[src/rtl/xiphos_arb_pkg.sv]
// Shared types and helpers for the register-write arbiter.
package xiphos_arb_pkg;

   typedef enum logic {
      IDLE  = 1'b0,
      GRANT = 1'b1
   } arb_state_e;

   // Widest requester vector the onehot() helper can produce.
   localparam int MAX_REQ = 32;

   // Width of a requester index; never below one bit.
   function automatic int ptr_width(input int n);
      return (n > 1) ? $clog2(n) : 1;
   endfunction

   // One-hot vector with bit idx set; callers narrow it with a size cast.
   function automatic logic [MAX_REQ-1:0] onehot(input int idx);
      logic [MAX_REQ-1:0] one;
      one = {{(MAX_REQ-1){1'b0}}, 1'b1};
      return one << idx;
   endfunction

endpackage

[src/rtl/reg_write_arbiter_rr_pick.sv]
// Combinational round-robin picker: first set candidate at or after ptr_i.
module rr_pick #(
   parameter int N_REQ = 4,
   parameter int PTR_W = 2
) (
   input  logic [N_REQ-1:0] cand_i,
   input  logic [PTR_W-1:0] ptr_i,
   output logic [PTR_W-1:0] winner_o,
   output logic             valid_o
);

   logic [2*N_REQ-1:0] cand_dbl;
   logic [N_REQ-1:0]   cand_rot;
   int                 idx;

   // Rotate candidates so ptr_i sits at bit 0, then take the lowest set bit.
   always_comb begin
      cand_dbl = {cand_i, cand_i};
      cand_rot = N_REQ'(cand_dbl >> ptr_i);
      winner_o = '0;
      valid_o  = 1'b0;
      idx      = 0;
      for (int k = 0; k < N_REQ; k++) begin
         if (!valid_o && cand_rot[k]) begin
            valid_o = 1'b1;
            idx     = int'(ptr_i) + k;
            if (idx >= N_REQ) begin
               idx = idx - N_REQ;
            end
            winner_o = PTR_W'(idx);
         end
      end
   end

endmodule

[src/rtl/reg_write_arbiter.sv]
// Round-robin arbiter sharing one registered register-bank write port.
//
// state | meaning
// IDLE  | no grant outstanding, waiting for any request
// GRANT | gnt_q holds the current owner; transfers happen when it requests
module reg_write_arbiter
   import xiphos_arb_pkg::*;
#(
   parameter int N_REQ    = 4,
   parameter int DATA_W   = 8,
   parameter int ADDR_W   = 3,
   parameter int MAX_LOCK = 8
) (
   input  logic                      clk,
   input  logic                      rst,
   input  logic [N_REQ-1:0]          req,
   input  logic [N_REQ-1:0]          req_lock,
   input  logic [N_REQ*ADDR_W-1:0]   req_addr,
   input  logic [N_REQ*DATA_W-1:0]   req_data,
   output logic [N_REQ-1:0]          gnt,
   output logic                      wr_en,
   output logic [ADDR_W-1:0]         wr_addr,
   output logic [DATA_W-1:0]         wr_data,
   output logic                      busy
);

   localparam int PTR_W  = ptr_width(N_REQ);
   localparam int LCNT_W = $clog2(MAX_LOCK + 1);

   arb_state_e         state_q,    state_d;
   logic [N_REQ-1:0]   gnt_q,      gnt_d;
   logic [PTR_W-1:0]   owner_q,    owner_d;
   logic [PTR_W-1:0]   rr_ptr_q,   rr_ptr_d;
   logic [LCNT_W-1:0]  lock_cnt_q, lock_cnt_d;
   logic               wr_en_q,    wr_en_d;
   logic [ADDR_W-1:0]  wr_addr_q,  wr_addr_d;
   logic [DATA_W-1:0]  wr_data_q,  wr_data_d;

   logic [ADDR_W-1:0]  addr_arr [N_REQ];
   logic [DATA_W-1:0]  data_arr [N_REQ];
   logic [N_REQ-1:0]   owner_oh;
   logic [PTR_W-1:0]   owner_next;
   logic               transfer;
   logic               lock_keep;

   logic [N_REQ-1:0]   pick_cand;
   logic [PTR_W-1:0]   pick_ptr;
   logic [PTR_W-1:0]   pick_win;
   logic               pick_valid;

   rr_pick #(
      .N_REQ (N_REQ),
      .PTR_W (PTR_W)
   ) u_rr_pick (
      .cand_i   (pick_cand),
      .ptr_i    (pick_ptr),
      .winner_o (pick_win),
      .valid_o  (pick_valid)
   );

   // Unpack per-requester address/data and derive owner-related terms.
   always_comb begin
      for (int i = 0; i < N_REQ; i++) begin
         addr_arr[i] = req_addr[i*ADDR_W +: ADDR_W];
         data_arr[i] = req_data[i*DATA_W +: DATA_W];
      end
      owner_oh   = N_REQ'(onehot(int'(owner_q)));
      owner_next = (owner_q == PTR_W'(N_REQ - 1)) ? '0 : owner_q + PTR_W'(1);
      transfer   = |(gnt_q & req);
      lock_keep  = req[owner_q] && req_lock[owner_q]
                   && ((int'(lock_cnt_q) + 1) < MAX_LOCK);
   end

   // Picker inputs: raw requests from rr_ptr in IDLE, others-only after the owner on release.
   always_comb begin
      pick_cand = req;
      pick_ptr  = rr_ptr_q;
      if (state_q == GRANT) begin
         pick_cand = req & ~owner_oh;
         pick_ptr  = owner_next;
      end
   end

   // Next-state, grant and write-port logic.
   always_comb begin
      state_d    = state_q;
      gnt_d      = gnt_q;
      owner_d    = owner_q;
      rr_ptr_d   = rr_ptr_q;
      lock_cnt_d = lock_cnt_q;
      wr_en_d    = 1'b0;
      wr_addr_d  = wr_addr_q;
      wr_data_d  = wr_data_q;

      if (transfer) begin
         wr_en_d   = 1'b1;
         wr_addr_d = addr_arr[owner_q];
         wr_data_d = data_arr[owner_q];
      end

      case (state_q)
         IDLE: begin
            gnt_d = '0;
            if (pick_valid) begin
               gnt_d      = N_REQ'(onehot(int'(pick_win)));
               owner_d    = pick_win;
               lock_cnt_d = '0;
               state_d    = GRANT;
            end
         end
         GRANT: begin
            if (lock_keep) begin
               lock_cnt_d = lock_cnt_q + LCNT_W'(1);
            end else begin
               rr_ptr_d   = owner_next;
               lock_cnt_d = '0;
               if (pick_valid) begin
                  gnt_d   = N_REQ'(onehot(int'(pick_win)));
                  owner_d = pick_win;
               end else begin
                  gnt_d   = '0;
                  state_d = IDLE;
               end
            end
         end
         default: begin
            gnt_d   = '0;
            state_d = IDLE;
         end
      endcase
   end

   // State and output registers; reset wins over any same-cycle transfer.
   always_ff @(posedge clk) begin
      if (rst) begin
         state_q    <= IDLE;
         gnt_q      <= '0;
         owner_q    <= '0;
         rr_ptr_q   <= '0;
         lock_cnt_q <= '0;
         wr_en_q    <= 1'b0;
         wr_addr_q  <= '0;
         wr_data_q  <= '0;
      end else begin
         state_q    <= state_d;
         gnt_q      <= gnt_d;
         owner_q    <= owner_d;
         rr_ptr_q   <= rr_ptr_d;
         lock_cnt_q <= lock_cnt_d;
         wr_en_q    <= wr_en_d;
         wr_addr_q  <= wr_addr_d;
         wr_data_q  <= wr_data_d;
      end
   end

   assign gnt     = gnt_q;
   assign wr_en   = wr_en_q;
   assign wr_addr = wr_addr_q;
   assign wr_data = wr_data_q;
   assign busy    = (state_q == GRANT);

endmodule

[config.mk]
export PLATFORM = sky130hd
export DESIGN_NAME = reg_write_arbiter
export DESIGN_NICKNAME = d
export VERILOG_FILES = /design/src/rtl/xiphos_arb_pkg.sv /design/src/rtl/reg_write_arbiter_rr_pick.sv /design/src/rtl/reg_write_arbiter.sv
export SDC_FILE = /design/constraint.sdc
export NUM_CORES = 1
export LEC_CHECK = 0
export BUFFER_PORTS_ARGS = -buffer_cell sky130_fd_sc_hd__clkbuf_2
export CAP_MARGIN = 0
export CORE_ASPECT_RATIO = 0.9
export CORE_MARGIN = 2
export CORE_UTILIZATION = 35
export CTS_BUF_LIST = sky130_fd_sc_hd__clkbuf_16
export DETAILED_ROUTE_END_ITERATION = 12
export SKIP_CTS_REPAIR_TIMING = 1
export SLEW_MARGIN = 10
export SYNTH_ARGS = -nofsm -noshare
export SYNTH_HDL_FRONTEND = slang
export SYNTH_HIERARCHICAL = 1
export SYNTH_SLANG_ARGS = --single-unit
[constraint.sdc]
create_clock -name clk -period 7.25 [get_ports clk]
set_clock_uncertainty 0.2 [all_clocks]
set_input_delay 2.175 -clock clk [delete_from_list [all_inputs] [get_ports clk]]
set_output_delay 2.175 -clock clk [all_outputs]
set_load 0.05 [all_outputs]
==> results.sh, run 1 <==
export IMPL_synthAdderAreaFrac=0.0396
export IMPL_finalHoldViolations=0
export IMPL_dp_cells=278
export IMPL_r2r_start="owner_q[1]$_SDFFE_PP0P_"
export IMPL_antenna_found_initial=0
export IMPL_grt_max_degree=31
export IMPL_cp_data_required_time_ps=7240
export IMPL_endpoint="gnt[0]$_SDFFE_PP0P_"
export IMPL_fmax_mhz=256
export IMPL_cp_cell_sequence="clkbuf_2, a21boi_0, a21oi_1, o21ai_0, o2bb2a_1, nand2b_1, a211o_1, a21oi_1"
export IMPL_root_buffer="clkbuf_16"
export IMPL_total_power_mw=0.500
export IMPL_worstRegToRegCells=9
export IMPL_synth_top_family_by_area="multiplexers"
export IMPL_muxShareOfSynthArea=0.307
export IMPL_final_setup_viol_count=0
export IMPL_synth_seq_cells=25
export IMPL_synthSimpleGateAreaFrac=0.158
export IMPL_die_w_um=74.8
export IMPL_io_pins=71
export IMPL_via_per_inst=5.04
export IMPL_cts_buffers=3
export IMPL_wl_per_cell_um=13.2
export IMPL_drt_pass1_iter_count=4
export IMPL_slew_headroom=0.509
export IMPL_crit_path_max_fanout=5
export IMPL_min_period_over_period=0.538
export IMPL_async_flop_share=0
export IMPL_final_util=0.467
export IMPL_dieArea_um2=5070
export IMPL_rows=23
export IMPL_port_buffers=70
export IMPL_ys_types=36
export IMPL_vias=1421
export IMPL_cap_viol_max_count=0
export IMPL_worstSetupStartpointType="input pin"
export IMPL_netlist_instances=153
export IMPL_synthXorXnorAreaFrac=0
export IMPL_grt_pass1_vias=1198
export IMPL_rrSetupSlack_ps=4110
export IMPL_grt_overflow=0
export IMPL_wl_mm=3.73
export IMPL_grt_pass1_wl_mm=5.66
export IMPL_multi_input_area_um2=1000
export IMPL_postSynthAreaPerCell_um2=10.3
export IMPL_fin_crit_ps=3900
export IMPL_coreArea_um2=4400
export IMPL_syn_area_um2=1580
export IMPL_fin_nets=280
export IMPL_yosys_warnings=6
export IMPL_start_util=0.359
export IMPL_final_common_cell="clkbuf_2"
export IMPL_regToRegEndpoint="gnt[3]$_SDFFE_PP0P_"
export IMPL_drive_above_1_share=0.436
export IMPL_status="finished clean"
export IMPL_ir_drop_v=0.000153
export IMPL_drv_slew=0
export IMPL_area_delta_synth_final_pct=30.3
export IMPL_fillers=439
export IMPL_synth_fp_nets=212
export IMPL_worst_pin_slew_ps=735
export IMPL_powerDensity_nw_per_um2=243
export IMPL_cp_startpoint="req[0]"
export IMPL_synthFlopType="dfxtp_1"
export IMPL_grt_usage=0.146
export IMPL_crit_type="input pin to flip-flop"
export IMPL_hold_path_class="flip-flop to flip-flop"
export IMPL_regArea_um2=500
export IMPL_fin_setup_tns_ps=0
export IMPL_htreeDepth=1
export IMPL_postRouteAntennaNets=0
export IMPL_synth_compound_area_frac=0.127
export IMPL_n_antenna_cell=0
export IMPL_cts_buffer_depth=2
export IMPL_critPathMaxStageDelay_ps=430
export IMPL_p_leak_nw=0.968
export IMPL_drtIter0Drc=65
export IMPL_cts_tree="yes"
export IMPL_synth_edff_count=0
export IMPL_rsz0062_at_grt="no"
export IMPL_dieHeight_um=67.7
export IMPL_gp_congestion=0.781
export IMPL_drcViolationCount=0
export IMPL_clock_latency_ps=260
export IMPL_seq_area_frac_synth=0.317
export IMPL_path_common_cell="a21oi_1"
export IMPL_clk_pin_slew_ps=70
export IMPL_cpMaxStageDelayCell="a21boi_0"
export IMPL_arrival_ps=3890
export IMPL_critPathCaptureType="flip-flop"
export IMPL_layout_common_cells="clkbuf_2, dfxtp_1, nor2_1, mux2i_1, mux4_2"
export IMPL_dp_hpwl_mm=2.84
export IMPL_stdcell_count=282
export IMPL_cts_sinks=25
-- synth_stat cells, types with 2 or more instances --
library cell | instances | area, um2
and2_1 | 4 | 25.0
a21oi_1 | 9 | 45.0
dfxtp_1 | 25 | 500
nand3_1 | 4 | 20.0
a21boi_0 | 5 | 37.5
nor2_1 | 17 | 63.8
mux4_2 | 12 | 270
mux2i_1 | 17 | 170
buf_2 | 3 | 15.0
nand3b_1 | 3 | 22.5
mux2_2 | 4 | 45.0
nand2b_1 | 8 | 50.1
inv_1 | 4 | 15.0
nor3b_1 | 3 | 22.5
buf_6 | 2 | 22.5
nand2_1 | 3 | 11.3
a211o_1 | 4 | 35.0
clkbuf_1 | 4 | 15.0
ha_1 | 5 | 62.6
-- layer usage --
layer | vias to the layer above | part of all wire | GRT usage
met5 | - | 0 | 0
met3 | 2 | 0.084 | 0.0403
met4 | 0 | 0.0029 | 0.0268
li1 | 701 | - | -
met1 | 666 | 0.47 | 0.195
met2 | 52 | 0.45 | 0.237
-- power by group --
group | switching [mW] | internal (mW) | total, mW
Sequential | 0.0152 | 0.155 | 0.171
Combinational | 0.119 | 0.0837 | 0.203
Clock | 0.0514 | 0.0750 | 0.126
-- worst min path at each step --
stage                                         from                  endpoint  cells after the start
after floorplan           rr_ptr_q[1]$_SDFFE_PP0P_  rr_ptr_q[1]$_SDFFE_PP0P_                      2
after global placement    rr_ptr_q[1]$_SDFFE_PP0P_  rr_ptr_q[1]$_SDFFE_PP0P_                      2
after detailed placement  rr_ptr_q[1]$_SDFFE_PP0P_  rr_ptr_q[1]$_SDFFE_PP0P_                      2
after CTS                 rr_ptr_q[1]$_SDFFE_PP0P_  rr_ptr_q[1]$_SDFFE_PP0P_                      2
after global routing      rr_ptr_q[1]$_SDFFE_PP0P_  rr_ptr_q[1]$_SDFFE_PP0P_                      2
final                     rr_ptr_q[1]$_SDFFE_PP0P_  rr_ptr_q[1]$_SDFFE_PP0P_                      2
-- metrics by stage --
stage	instance area, um2	setup slack (ps)	hold slack (ps)
after CTS	2060	3380	280
after floorplan	1580	3480	247
after global placement	1980	3130	268
after global routing	2060	3220	310
after detailed placement	1980	3110	270
final	2060	3350	275
-- state kept, by name, indices dropped and copies added (netlist names) --
signal,count
busy,1
gnt,4
lock_cnt_q,4
owner_q,2
rr_ptr_q,2
wr_addr,3
wr_data,8
wr_en,1
-- critical path: cells and delay by family --
family	cells	cell delay (ps)
compound gates	6	1420
simple gates	1	200
buf+inv	1	110
-- kinds of logic after synthesis --
logic type               count (synthesis)
AND/OR/NAND/NOR                         47
AO/OA/AOI/OAI                           28
adder cells (fa/ha/maj)                  5
multiplexers                            33
buffers and inverters                   15
flip-flops                              25
-- layout make-up --
class,count,area share
well taps,62,0.0377
inverters,5,0.0103
clock buffers,3,0.0365
flip-flops and latches,25,0.243
clock inverters,1,0.00365
multi-input cells,113,0.488
repair buffers,73,0.181
No activity file was read; power rests on OpenSTA's default activity.
==> inputs of run 2 (changes only) <==
==> constraint.sdc (replaced) <==
create_clock -name clk -period 3.6 [get_ports clk]
set_clock_uncertainty 0.2 [all_clocks]
set_input_delay 1.08 -clock clk [delete_from_list [all_inputs] [get_ports clk]]
set_output_delay 1.08 -clock clk [all_outputs]
set_load 0.05 [all_outputs]
==> results.sh, run 2 (synthesis gave the netlist of run 1 again) <==
export IMPL_status="finished clean"
export IMPL_fillers=444
export IMPL_worstSetupStartpointType="flip-flop"
export IMPL_wl_per_cell_um=13.1
export IMPL_grt_pass1_wl_mm=5.37
export IMPL_slew_headroom=0.618
export IMPL_total_power_mw=1.01
export IMPL_wl_mm=3.73
export IMPL_htreeDepth=1
export IMPL_via_per_inst=4.96
export IMPL_drive_above_1_share=0.441
export IMPL_cts_sinks=25
export IMPL_crit_path_max_fanout=9
export IMPL_largest_reg_flops=8
export IMPL_io_pins=71
export IMPL_port_buffers=70
export IMPL_cts_buffer_depth=2
export IMPL_arrival_ps=2740
export IMPL_postRouteAntennaNets=0
export IMPL_rsz0062_at_grt="no"
export IMPL_fin_nets=282
export IMPL_vias=1410
export IMPL_drcViolationCount=0
export IMPL_drv_slew=0
export IMPL_fmax_mhz=355
export IMPL_rrSetupSlack_ps=790
export IMPL_dieArea_um2=5070
export IMPL_dp_hpwl_mm=2.92
export IMPL_start_util=0.359
export IMPL_min_path_cells=2
export IMPL_grt_overflow=0
export IMPL_dieHeight_um=67.7
export IMPL_clock_latency_ps=260
export IMPL_worstRegToRegCells=9
export IMPL_die_w_um=74.8
export IMPL_drtIter0Drc=28
export IMPL_grt_usage=0.139
export IMPL_coreArea_um2=4400
export IMPL_holdWs_ps=281
export IMPL_rows=23
export IMPL_critPathCaptureType="flip-flop"
export IMPL_p_leak_nw=0.978
export IMPL_cts_tree="yes"
export IMPL_area_delta_synth_final_pct=31.3
export IMPL_fin_setup_tns_ps=0
export IMPL_cts_buffers=3
export IMPL_fin_crit_ps=2810
export IMPL_gp_congestion=0.751
export IMPL_hold_path_class="flip-flop to flip-flop"
export IMPL_min_period_over_period=0.782
export IMPL_n_antenna_cell=0
export IMPL_ir_drop_v=0.000368
export IMPL_powerDensity_nw_per_um2=485
export IMPL_cap_viol_max_count=0
export IMPL_finalHoldViolations=0
export IMPL_regToRegEndpoint="owner_q[1]$_SDFFE_PP0P_"
export IMPL_root_buffer="clkbuf_16"
export IMPL_final_setup_viol_count=0
export IMPL_drt_pass1_iter_count=4
export IMPL_grt_pass1_vias=1212
export IMPL_cp_data_required_time_ps=3520
export IMPL_worst_pin_slew_ps=574
export IMPL_crit_type="flip-flop to flip-flop"
export IMPL_hold_path_endpoint="rr_ptr_q[1]$_SDFFE_PP0P_"
export IMPL_layout_common_cells="clkbuf_2, dfxtp_1, nor2_1, mux2i_1, mux4_2"
export IMPL_clk_pin_slew_ps=70
export IMPL_antenna_found_initial=0
export IMPL_grt_max_degree=31
export IMPL_final_common_cell="clkbuf_2"
export IMPL_hp_start="rr_ptr_q[1]$_SDFFE_PP0P_"
export IMPL_r2r_start="owner_q[0]$_SDFFE_PP0P_"
run 2: critical path, stage by stage (launching register included):
cell	delay, ps
dfxtp_1	650
inv_4	100
ha_1	320
mux2_2	310
a21oi_1	140
o21ai_0	80
o2bb2a_1	260
nand2b_1	160
a21oi_1	50
a2111oi_0	410
run 2: worst max path at each step:
| stage | start | end | slack [ps] | cells past startpoint |
|---|---|---|---|---|
| 3_3_place_gp | req[0] | gnt[1]$_SDFFE_PP0P_ | 590 | 8 |
| 4_1_cts | owner_q[0]$_SDFFE_PP0P_ | owner_q[1]$_SDFFE_PP0P_ | 720 | 9 |
| 6_report | owner_q[0]$_SDFFE_PP0P_ | owner_q[1]$_SDFFE_PP0P_ | 790 | 9 |
| 3_5_place_dp | req[0] | owner_q[1]$_SDFFE_PP0P_ | 530 | 6 |
| 2_1_floorplan | owner_q[1]$_SDFFE_PP0P_ | gnt[1]$_SDFFE_PP0P_ | 850 | 10 |
| 5_1_grt | owner_q[0]$_SDFFE_PP0P_ | owner_q[1]$_SDFFE_PP0P_ | 550 | 9 |
run 2: final cells by class:
class,count,area (um2),area share
Sequential cell,25,500,0.241
Clock buffer,3,75.1,0.0362
Multi-Input combinational cell,113,1000,0.484
Inverter,5,21.3,0.0103
Clock inverter,1,7.51,0.00362
Timing Repair Buffer,75,388,0.187
Tap cell,62,77.6,0.0374
run 2: per-stage QoR:
stage               std cells  instance area, um2  setup WS, ps   util
global placement          280                1990           588  0.452
finish                    284                2070           785  0.471
floorplan                 153                1580           847      -
global route              284                2070           547  0.471
detailed placement        280                1990           533  0.452
CTS                       284                2070           720  0.471
run 2: power breakdown:
group | total, mW | switching, mW | internal (mW)
Combinational | 0.412 | 0.239 | 0.173
Sequential | 0.343 | 0.0300 | 0.313
Clock | 0.250 | 0.0989 | 0.151
run 2: layer usage:
layer | vias to the layer above | GRT usage | share of wire
met1 | 640 | 0.171 | 0.46
met3 | 4 | 0.0507 | 0.089
met2 | 61 | 0.231 | 0.44
li1 | 705 | - | -
met5 | - | 0 | 0
met4 | 0 | 0.0379 | 0.0099
